$ cat config.mk
export PLATFORM = sky130hd
export DESIGN_NAME = uart_rx_oversampled
export DESIGN_NICKNAME = d
export VERILOG_FILES = /design/src/rtl/uart_rx_oversampled.sv
export SDC_FILE = /design/constraint.sdc
export NUM_CORES = 1
export LEC_CHECK = 0
export ABC_CLOCK_PERIOD_IN_PS = 4200
export BUFFER_PORTS_ARGS = -buffer_cell sky130_fd_sc_hd__buf_2
export CORE_MARGIN = 5
export CORE_UTILIZATION = 62
export DETAILED_ROUTE_END_ITERATION = 7
export GPL_TIMING_DRIVEN = 1
export PLACE_DENSITY = 0.83
export SLEW_MARGIN = 0
export SYNTH_ARGS = -nofsm -noshare
export SYNTH_HDL_FRONTEND = slang
export SYNTH_SLANG_ARGS = --single-unit
$ cat constraint.sdc
create_clock -name clk -period 4.2 [get_ports clk]
set_input_delay 0.42 -clock clk [delete_from_list [all_inputs] [get_ports clk]]
set_output_delay 0.42 -clock clk [all_outputs]
set_load 0.02 [all_outputs]
$ cat src/rtl/uart_rx_oversampled.sv
// Oversampled UART receiver: 8N1 by default, one parity bit when UART_RX_PARITY_EN is defined.
// Each bit is a 3-sample majority vote around mid-bit; glitch starts are rejected and bad stop bits flagged.
module uart_rx_oversampled #(
    parameter int CLOCK_RATE    = 25000000,
    parameter int BAUD_RATE     = 115200,
    parameter int RX_OVERSAMPLE = 16,
    parameter int PARITY_ODD    = 0
) (
    input  logic       clk,
    input  logic       reset_n,
    input  logic       i_Rx_Data,
    output logic [7:0] o_Rx_Byte,
    output logic       o_Rx_Done,
    output logic       o_Rx_Frame_Err,
    output logic       o_Rx_Parity_Err,
    output logic       o_Rx_Busy
);

    localparam int TICK_DIV = (CLOCK_RATE + BAUD_RATE * RX_OVERSAMPLE / 2) / (BAUD_RATE * RX_OVERSAMPLE);
    localparam int DIV_W    = (TICK_DIV > 1) ? $clog2(TICK_DIV) : 1;
    localparam int IDX_W    = $clog2(RX_OVERSAMPLE);
    localparam int MID      = RX_OVERSAMPLE / 2;

    localparam logic [DIV_W-1:0] DIV_LAST  = DIV_W'(TICK_DIV - 1);
    localparam logic [IDX_W-1:0] IDX_LAST  = IDX_W'(RX_OVERSAMPLE - 1);
    localparam logic [IDX_W-1:0] IDX_EARLY = IDX_W'(MID - 1);
    localparam logic [IDX_W-1:0] IDX_MID   = IDX_W'(MID);
    localparam logic [IDX_W-1:0] IDX_LATE  = IDX_W'(MID + 1);

    if (RX_OVERSAMPLE < 8 || (RX_OVERSAMPLE % 2) != 0 || TICK_DIV < 1 ||
        PARITY_ODD < 0 || PARITY_ODD > 1) begin : g_bad_params
        $error("uart_rx_oversampled: unsupported parameter set");
    end

    typedef enum logic [2:0] {
        S_IDLE   = 3'd0,
        S_START  = 3'd1,
        S_DATA   = 3'd2,
`ifdef UART_RX_PARITY_EN
        S_PARITY = 3'd3,
`endif
        S_STOP   = 3'd4,
        S_BREAK  = 3'd5
    } state_t;

`ifdef UART_RX_PARITY_EN
    localparam state_t AFTER_DATA = S_PARITY;
    localparam logic   PAR_SENSE  = PARITY_ODD[0];
`else
    localparam state_t AFTER_DATA = S_STOP;
`endif

    function automatic logic majority3(input logic a, input logic b, input logic c);
        return (a & b) | (a & c) | (b & c);
    endfunction

    state_t           state, state_next;
    logic             sync_1, sync_2, sync_3;
    logic             line, fall_edge;
    logic [DIV_W-1:0] div_cnt;
    logic [IDX_W-1:0] tick_idx, next_idx;
    logic             tick, sample_now, decide;
    logic [1:0]       vote_sh;
    logic             vote;
    logic [2:0]       bit_idx, bit_next;
    logic [7:0]       shift_reg;
    logic             shift_en, load_byte, done_next, ferr_next;

    // Line synchronizer; the third flop only exists to spot the falling edge.
    always_ff @(posedge clk or negedge reset_n) begin
        if (!reset_n) begin
            sync_1 <= 1'b1;
            sync_2 <= 1'b1;
            sync_3 <= 1'b1;
        end else begin
            sync_1 <= i_Rx_Data;
            sync_2 <= sync_1;
            sync_3 <= sync_2;
        end
    end

    assign line      = sync_2;
    assign fall_edge = sync_3 & ~sync_2;

    assign tick       = (div_cnt == DIV_LAST);
    assign next_idx   = (tick_idx == IDX_LAST) ? '0 : tick_idx + 1'b1;
    assign sample_now = tick && (next_idx == IDX_EARLY || next_idx == IDX_MID || next_idx == IDX_LATE);
    assign decide     = tick && (next_idx == IDX_LATE);
    assign vote       = majority3(vote_sh[1], vote_sh[0], line);

    // Tick timebase is held at zero while idle so every frame starts phase-aligned to its start edge.
    always_ff @(posedge clk or negedge reset_n) begin
        if (!reset_n) begin
            div_cnt  <= '0;
            tick_idx <= '0;
            vote_sh  <= 2'b11;
        end else begin
            if (state == S_IDLE) begin
                div_cnt  <= '0;
                tick_idx <= '0;
            end else if (tick) begin
                div_cnt  <= '0;
                tick_idx <= next_idx;
            end else begin
                div_cnt <= div_cnt + 1'b1;
            end
            if (sample_now) begin
                vote_sh <= {vote_sh[0], line};
            end
        end
    end

`ifdef UART_RX_PARITY_EN
    logic parity_err, parity_err_next, parity_pulse;
`endif

    always_comb begin
        state_next = state;
        bit_next   = bit_idx;
        shift_en   = 1'b0;
        load_byte  = 1'b0;
        done_next  = 1'b0;
        ferr_next  = 1'b0;
`ifdef UART_RX_PARITY_EN
        parity_err_next = parity_err;
        parity_pulse    = 1'b0;
`endif
        case (state)
            S_IDLE: begin
                if (fall_edge) begin
                    state_next = S_START;
`ifdef UART_RX_PARITY_EN
                    parity_err_next = 1'b0;
`endif
                end
            end
            S_START: begin
                if (decide) begin
                    state_next = vote ? S_IDLE : S_DATA;
                    bit_next   = 3'd0;
                end
            end
            S_DATA: begin
                if (decide) begin
                    shift_en = 1'b1;
                    bit_next = bit_idx + 1'b1;
                    if (bit_idx == 3'd7) begin
                        state_next = AFTER_DATA;
                    end
                end
            end
`ifdef UART_RX_PARITY_EN
            S_PARITY: begin
                if (decide) begin
                    parity_err_next = (vote != ((^shift_reg) ^ PAR_SENSE));
                    state_next      = S_STOP;
                end
            end
`endif
            S_STOP: begin
                if (decide) begin
                    if (!vote) begin
                        ferr_next  = 1'b1;
                        state_next = S_BREAK;
                    end else begin
                        state_next = S_IDLE;
`ifdef UART_RX_PARITY_EN
                        if (parity_err) begin
                            parity_pulse = 1'b1;
                        end else begin
                            load_byte = 1'b1;
                            done_next = 1'b1;
                        end
`else
                        load_byte = 1'b1;
                        done_next = 1'b1;
`endif
                    end
                end
            end
            S_BREAK: begin
                if (line) begin
                    state_next = S_IDLE;
                end
            end
            default: state_next = S_IDLE;
        endcase
    end

    always_ff @(posedge clk or negedge reset_n) begin
        if (!reset_n) begin
            state          <= S_IDLE;
            bit_idx        <= 3'd0;
            o_Rx_Byte      <= 8'h00;
            o_Rx_Done      <= 1'b0;
            o_Rx_Frame_Err <= 1'b0;
            o_Rx_Busy      <= 1'b0;
        end else begin
            state          <= state_next;
            bit_idx        <= bit_next;
            o_Rx_Done      <= done_next;
            o_Rx_Frame_Err <= ferr_next;
            o_Rx_Busy      <= (state_next != S_IDLE);
            if (load_byte) begin
                o_Rx_Byte <= shift_reg;
            end
        end
    end

    // Data bits arrive LSB first, so each new bit enters at the top and the byte settles after eight shifts.
    always_ff @(posedge clk) begin
        if (shift_en) begin
            shift_reg <= {vote, shift_reg[7:1]};
        end
    end

`ifdef UART_RX_PARITY_EN
    always_ff @(posedge clk or negedge reset_n) begin
        if (!reset_n) begin
            parity_err      <= 1'b0;
            o_Rx_Parity_Err <= 1'b0;
        end else begin
            parity_err      <= parity_err_next;
            o_Rx_Parity_Err <= parity_pulse;
        end
    end
`else
    assign o_Rx_Parity_Err = 1'b0;
`endif

endmodule

; Word-level counts from Yosys, hierarchy flattened
; Index checks and enable logic that the tools add are counted.
[op_classes]
bitwise = 7
n_mux = 25
reduce_logical = 9
n_shift = 0
n_addsub = 3
eq_ne = 12
order_cmp = 0
n_div = 0
multipliers = 0
[ops]
columns = op, n
row1 = two-way mux 3 bit, 9
row2 = two-way mux 4 bit, 5
row3 = "equality test 4 bit, second input constant", 4
row4 = one-hot mux 3 bit (5 select lines), 1
row5 = "equality test 3 bit, second input constant", 3
row6 = "adder 4 x 1 -> 4 bit, second input constant", 2
row7 = two-way mux 1 bit, 8
row8 = one-hot mux 3 bit (2 select lines), 1
row9 = bitwise AND 1 bit, 4
row10 = "equality test 4 x 3 -> 1 bit, second input constant", 1
row11 = "!= test 2 bit, second input constant", 2
row12 = nonzero test 2 bit, 2
row13 = "adder 3 x 1 -> 3 bit, second input constant", 1
row14 = "equality test 3 x 1 -> 1 bit, second input constant", 1
row15 = "equality test 3 x 2 -> 1 bit, second input constant", 1
row16 = zero test 3 bit, 1
row17 = AND reduction 3 bit, 1
row18 = nonzero test 3 bit, 1
row19 = logical AND 1 bit, 2
row20 = logical OR 1 bit, 2
row21 = two-way mux 2 bit, 1
row22 = OR 1 bit, 2
row23 = inverter 1 bit, 1
[word_totals]
mem_bits_ro = 0
output_inout_bits = 12
latchBits = 0
memories = 0
inputBits = 3
regBits = 38
ram_bits = 0

; Logic depth before layout (Yosys ltp)
; Gate-level depths: netlist of run 1.
[depth]
depth_word = 7
ltp_mapped = 9

; Least setup slack after synthesis of run 1
; Ideal clock, no wire load.
[synth_timing]
kind = register to register
from = register tick_idx[0]
to = register shift_reg[0] (enable)
setup_slack_ps = 1979
path_stages_with_launch = 7
t_arrival_ps = 1845
required_time_ps = 3824
period_less_slack_ps = 2221
path_cell_list = dfrtp_1 > ha_1 > nand2b_1 > o22a_1 > or2_1 > buf_6 > nor2_1
[synth_via]
elab_chain_cells = 6
[synth_lines]
columns = element, line_no
row1 = "start, declared", 61  ; logic [IDX_W-1:0] tick_idx, next_idx;
row2 = "start signal, assigned", 103  ; tick_idx <= next_idx;
row3 = adder 4 x 1 -> 4 bit / equality test 4 bit (equally long branches), 86  ; assign next_idx = (tick_idx == IDX_LAST) ? '0 : tick_idx + 1'b1;
row4 = two-way mux 4 bit *, 86
row5 = equality test 4 bit *, 88  ; assign decide = tick && (next_idx == IDX_LATE);
row6 = logical AND 1 bit *, 88
row7 = two-way mux 1 bit *, 144  ; if (decide) begin
row8 = two-way mux 1 bit *, 128  ; case (state)
row9 = via shift_en, 67  ; logic shift_en, load_byte, done_next, ferr_next;
row10 = "end signal, assigned", 213  ; shift_reg <= {vote, shift_reg[7:1]};
row11 = "end, declared", 66  ; logic [7:0] shift_reg;
; The timed path passes the listed nets; every way through them passes the cells marked *.
; A chain may end at the register's enable or synchronous reset.

; Worst setup path after layout of run 1
[layout_timing]
from = register tick_idx[1]
to = register shift_reg[0] (enable)
; The elaborated chain is that of the path after synthesis.

==> results of run 1 <==
==> where the power goes <==
group | leakage, nW | internal, W | switching (W)
clock | 0.0585 | 0.000202 | 0.000116
sequential | 0.465 | 0.000404 | 0.0000296
combinational | 0.299 | 0.0000413 | 0.0000503
total | 0.823 | 0.000647 | 0.000195
==> area by class of cell <==
class                      instances  area (um^2)
fill                             170          678
clock inverter                     2         60.1
timing repair buffer              13         65.1
clock buffer                       6         51.3
sequential                        38          997
multi-input combinational         84          618
tap                               30         37.5
inverter                           4         15.0
==> cell usage after synthesis (2+ instances only) <==
| cell | instances | share of area |
|---|---|---|
| a21oi_1 | 4 | 0.012 |
| a22o_1 | 2 | 0.011 |
| buf_4 | 3 | 0.014 |
| dfrtp_1 | 25 | 0.38 |
| dfstp_2 | 5 | 0.079 |
| edfxtp_1 | 8 | 0.14 |
| ha_1 | 7 | 0.053 |
| inv_1 | 4 | 0.0090 |
| mux2_2 | 11 | 0.074 |
| nand2_1 | 10 | 0.023 |
| nand2b_1 | 2 | 0.0075 |
| nand3_1 | 4 | 0.012 |
| nor2_1 | 7 | 0.016 |
| nor2b_1 | 2 | 0.0075 |
| nor3_1 | 2 | 0.0060 |
| nor3b_1 | 2 | 0.0090 |
| o21ai_0 | 2 | 0.0060 |
| xor2_1 | 2 | 0.011 |
==> worst register-to-register path: stages (launching register included) <==
cell and delay, ns:
dfrtp_1 0.47, ha_1 0.31, nand4_1 0.15, o22a_1 0.27, or2_1 0.32, nor2_1 0.67
==> metrics by stage <==
step / hold slack (ns) / util
6_report: 0.0767 / 0.731
3_3_place_gp: 0.346 / 0.687
3_5_place_dp: 0.348 / 0.687
4_1_cts: 0.101 / 0.731
5_1_grt: 0.123 / 0.731
2_1_floorplan: 0.124 / -
==> worst max path at each step <==
| stage | to | start |
|---|---|---|
| floorplan | shift_reg[0] | tick_idx[0] |
| global placement | shift_reg[0] | tick_idx[1] |
| detailed placement | shift_reg[3] | tick_idx[1] |
| CTS | bit_idx[0] | tick_idx[1] |
| global route | bit_idx[0] | tick_idx[1] |
| finish | shift_reg[0] | tick_idx[1] |
==> logic make-up after synthesis <==
logic type / after synthesis / synth area share
AO/OA/AOI/OAI: 18 / 0.0760
adder cells (fa/ha/maj): 8 / 0.0586
AND/OR/NAND/NOR: 42 / 0.138
buffers and inverters: 8 / 0.0293
flip-flops: 38 / 0.599
multiplexers: 12 / 0.0805
other: 1 / 0.00225
XOR/XNOR: 3 / 0.0158
==> metal layers <==
metal,wire [um],up-vias,global-route usage
li1,-,496,-
met1,1160,468,0.224
met2,1200,44,0.248
met3,170,9,0.0372
met4,72,0,0.0909
met5,0,-,0
==> placed cells by master, fill, tap and decap left out, types with 4 or more instances in the layout <==
cell,Yosys,layout
a21oi_1,4,4
buf_2,0,13
clkbuf_4,0,5
dfrtp_1,25,25
dfstp_2,5,5
edfxtp_1,8,8
ha_1,7,7
inv_1,4,4
mux2_2,11,11
nand2_1,10,10
nand3_1,4,4
nor2_1,7,7
==> qor.yml, run 1 <==
critPathMaxStageDelay_ns: 0.67
routabilityCongestion: 0.796
fin_nets: 156
p_leak_nw: 0.823
ys_ff_latch: 38
endpoint_kind: "register"
ctsResizeCount: 0
criticalPathCategory: "register to register"
ff2ff_setup_slack_ns: 1.65
drive_gt1_frac: 0.279
timing.final.ws_setup_ns: 1.65
core_area_um2: 2520
ys.flop_type: "dfrtp_1"
hold_buffers: 0
ant_nets: 0
r2r_end: "shift_reg[0]"
power.density_nw_per_um2: 457
cpMaxStageDelayCell: "nor2_1"
n_antenna_cell: 0
vdd_drop_max_mv: 0.448
place_inst: 169
cts_buffer_depth: 2
required_ns: 4.17
worstPathArrival_ns: 2.53
reg2regPathDepth: 5
max_freq_mhz: 392
floorplan.initialDensity: 0.660
path_depth: 5
die_w_um: 61.8
ys_async_sr_fraction: 0.789
syn_avg_cell_area_um2: 12.8
routed_wl_um: 2610
drv_cap: 0
grt_usage: 0.166
drc: 0
synth_cell_types: 46
period_needed_ns: 2.55
post_drt_via_cell_ratio: 5.75
clock_skew_ns: 0.0120
clk_pin_slew_ns: 0.12
wl_per_cell_um: 14.7
numClockSinks: 38
routed-via-count: 1017
hpwl_um: 1870
worst_pin_slew_ns: 0.819
rsz0062_at_grt: "no"
cpLargestDelayFamily: "simple AND/OR/NAND/NOR gates"
syn-instance-count: 130
cts_setup_buffers: 0
path_buf_inv: 0
grt_antenna_before_repair: 0
area_growth_pct: 10.8
overflow: 0
drtPass1Iterations: 4
total_power_w: 0.000842
stdcell_area_um2: 1840
r2r_start: "tick_idx[1]"
hold_viol_final: 0
numPortBuffers: 13
crit_path_cell_trace: "ha_1 > nand4_1 > o22a_1 > or2_1 > nor2_1"
io_pins: 15
grt_max_degree: 31
numCtsBuffers: 5
clk_latency_ns: 0.34
synth_area_um2: 1660
die-area_um2: 3820
slew_viol_final: 0
placementRows: 18
fp.dieH_um: 61.8
synthesis.nets: 140
preCtsSetupSlack_ns: 1.70
worstSetupStartpointType: "register"
worstPathMaxFanout: 11
grt_pass1_wl_um: 4450
hp-class: "primary input to asynchronous set/reset pin"
clockRootBuffer: "clkbuf_4"
setup_viol: 0
drtIter0Drc: 23
status: "finished clean"
htree_num_levels: 2
dpl-instance-area_um2: 1730
finalSetupTns_ns: 0
cts_tree: "done"
ys_warn_count: 0
first_global_vias: 973
synth-edff-count: 8
post-route-period-util: 0.608
final_cells: 177
max_slew_margin: 0.452
ys_seq_area_frac: 0.599
No activity file was read; power rests on OpenSTA's default activity.
==> inputs of run 2 (changes only) <==
ABC_CLOCK_PERIOD_IN_PS = 2100   (was 4200)
CORE_UTILIZATION = 52   (was 62)
PLACE_DENSITY = 0.74   (was 0.83)
clock period = 2.1 ns   (was 4.2 ns; I/O delays follow)
==> run 2 against run 1 <==
  * Via count is 5.3% higher
  * Combinational power is 140% higher
  * Global-route usage down 2.7 points
  * Clock skew fell by 0.00082 ns
  * Cell area increased by 3.4%
  * Routed wire length grew 4.6%
  * Non-clock buffer count rose by 9
  * Flip-flop and latch count unchanged
  * Setup slack worse by 1.6 ns
  * Largest cell class unchanged
==> qor.yml, run 2 (synthesis results as in run 1) <==
criticalPathCategory: "register to register"
die-area_um2: 4430
setup_viol: 0
path_buf_inv: 0
fin_nets: 165
worstPathArrival_ns: 2.24
required_ns: 2.32
overflow: 0
crit_start: "tick_idx[0]"
max_freq_mhz: 495
drtPass1Iterations: 4
drc: 0
fp.dieH_um: 66.6
clk_latency_ns: 0.33
grt_usage: 0.139
cts_tree: "done"
layout_common_cells: "dfrtp_1, buf_2, mux2_2"
routed-via-count: 1071
max_slew_margin: 0.578
final_cells: 200
hp-start: "sync_1"
nFillCells: 246
drtIter0Drc: 45
final_common_cell: "dfrtp_1"
die_w_um: 66.6
worstSetupStartpointType: "register"
rsz0062_at_grt: "no"
cpLargestDelayFamily: "simple AND/OR/NAND/NOR gates"
post_drt_via_cell_ratio: 5.36
numClockSinks: 38
io_pins: 15
hpwl_um: 2010
grt_pass1_wl_um: 4550
placementRows: 20
status: "finished clean"
worstPathMaxFanout: 4
numPortBuffers: 13
cts_buffer_depth: 2
area_growth_pct: 14.6
crit_path_cell_trace: "ha_1 > nand2b_4 > o22a_1 > or2_4 > a211o_1 > or3_1"
hp-class: "register to register"
first_global_vias: 1037
drive_gt1_frac: 0.314
routed_wl_um: 2730
finalSetupTns_ns: 0
multi_input_comb_area_um2: 631
routabilityCongestion: 0.798
post-route-period-util: 0.963
htree_num_levels: 2
clk_pin_slew_ns: 0.10
floorplan.initialDensity: 0.545
total_power_w: 0.00145
grt_max_degree: 31
ant_nets: 0
power.density_nw_per_um2: 759
vdd_drop_max_mv: 0.358
r2r_start: "tick_idx[0]"
place_inst: 190
numCtsBuffers: 5
grt_antenna_before_repair: 0
critPathMaxStageDelay_ns: 0.40
n_antenna_cell: 0
drv_cap: 0
core_area_um2: 3050
cts_setup_buffers: 0
clockRootBuffer: "clkbuf_4"
cpMaxStageDelayCell: "dfrtp_1"
endpoint_kind: "register"
clock_skew_ns: 0.0112
period_needed_ns: 2.02
wl_per_cell_um: 13.6
whs_ns: 0.360
p_leak_nw: 0.848
regArea_um2: 997
slew_viol_final: 0
worst_pin_slew_ns: 0.628
hold_viol_final: 0
[run 2: per-stage QoR]
step	setup WS [ns]	cell area, um^2	utilization
2_1_floorplan	0.0194	1670	-
3_5_place_dp	0.0364	1820	0.595
5_1_grt	0.00902	1910	0.625
6_report	0.0780	1910	0.625
3_3_place_gp	0.0994	1820	0.595
4_1_cts	0.0215	1900	0.621
[run 2: power breakdown]
part	switching [W]	total [W]	internal, W	leakage (nW)
registers	0.0000473	0.000855	0.000808	0.465
clock network	0.000211	0.000376	0.000165	0.0326
logic	0.000118	0.000216	0.0000979	0.350
[run 2: routing by layer]
| metal | part of all wire | routed length, um | global-route usage |
|---|---|---|---|
| met3 | 0.065 | 178 | 0.0607 |
| met5 | 0 | 0 | 0 |
| met1 | 0.43 | 1170 | 0.169 |
| met2 | 0.49 | 1350 | 0.222 |
| met4 | 0.012 | 34 | 0.0431 |
[run 2: timing repair]
item	in CTS	in global routing
gates resized for setup	0	2
hold buffers	2	0
endpoints found under the hold margin	26	0
endpoints found under the setup margin	0	18
[run 2: path summary, 6_finish.rpt]
check                                to  slack (ns)  cells after the start
setup / recovery              o_Rx_Busy        0.08                      6
hold / removal                     line        0.36                      0
setup reg to reg              o_Rx_Busy        0.08                      6
hold reg to reg                    line        0.36                      0
max in group asynchronous      state[1]        1.26                      2
min in group asynchronous  o_Rx_Byte[4]        0.42                      2
[run 2: worst reg2reg max path: stages, from the launching register on]
cell	delay, ns
dfrtp_1	0.40
ha_1	0.24
nand2b_4	0.16
o22a_1	0.21
or2_4	0.26
a211o_1	0.30
or3_1	0.35
[run 2: final cells by class]
cell class,count,area share
Sequential cell,38,0.523
Multi-Input combinational cell,84,0.331
Timing Repair Buffer,22,0.0787
Clock buffer,8,0.0308
Tap cell,44,0.0289
Inverter,4,0.00787
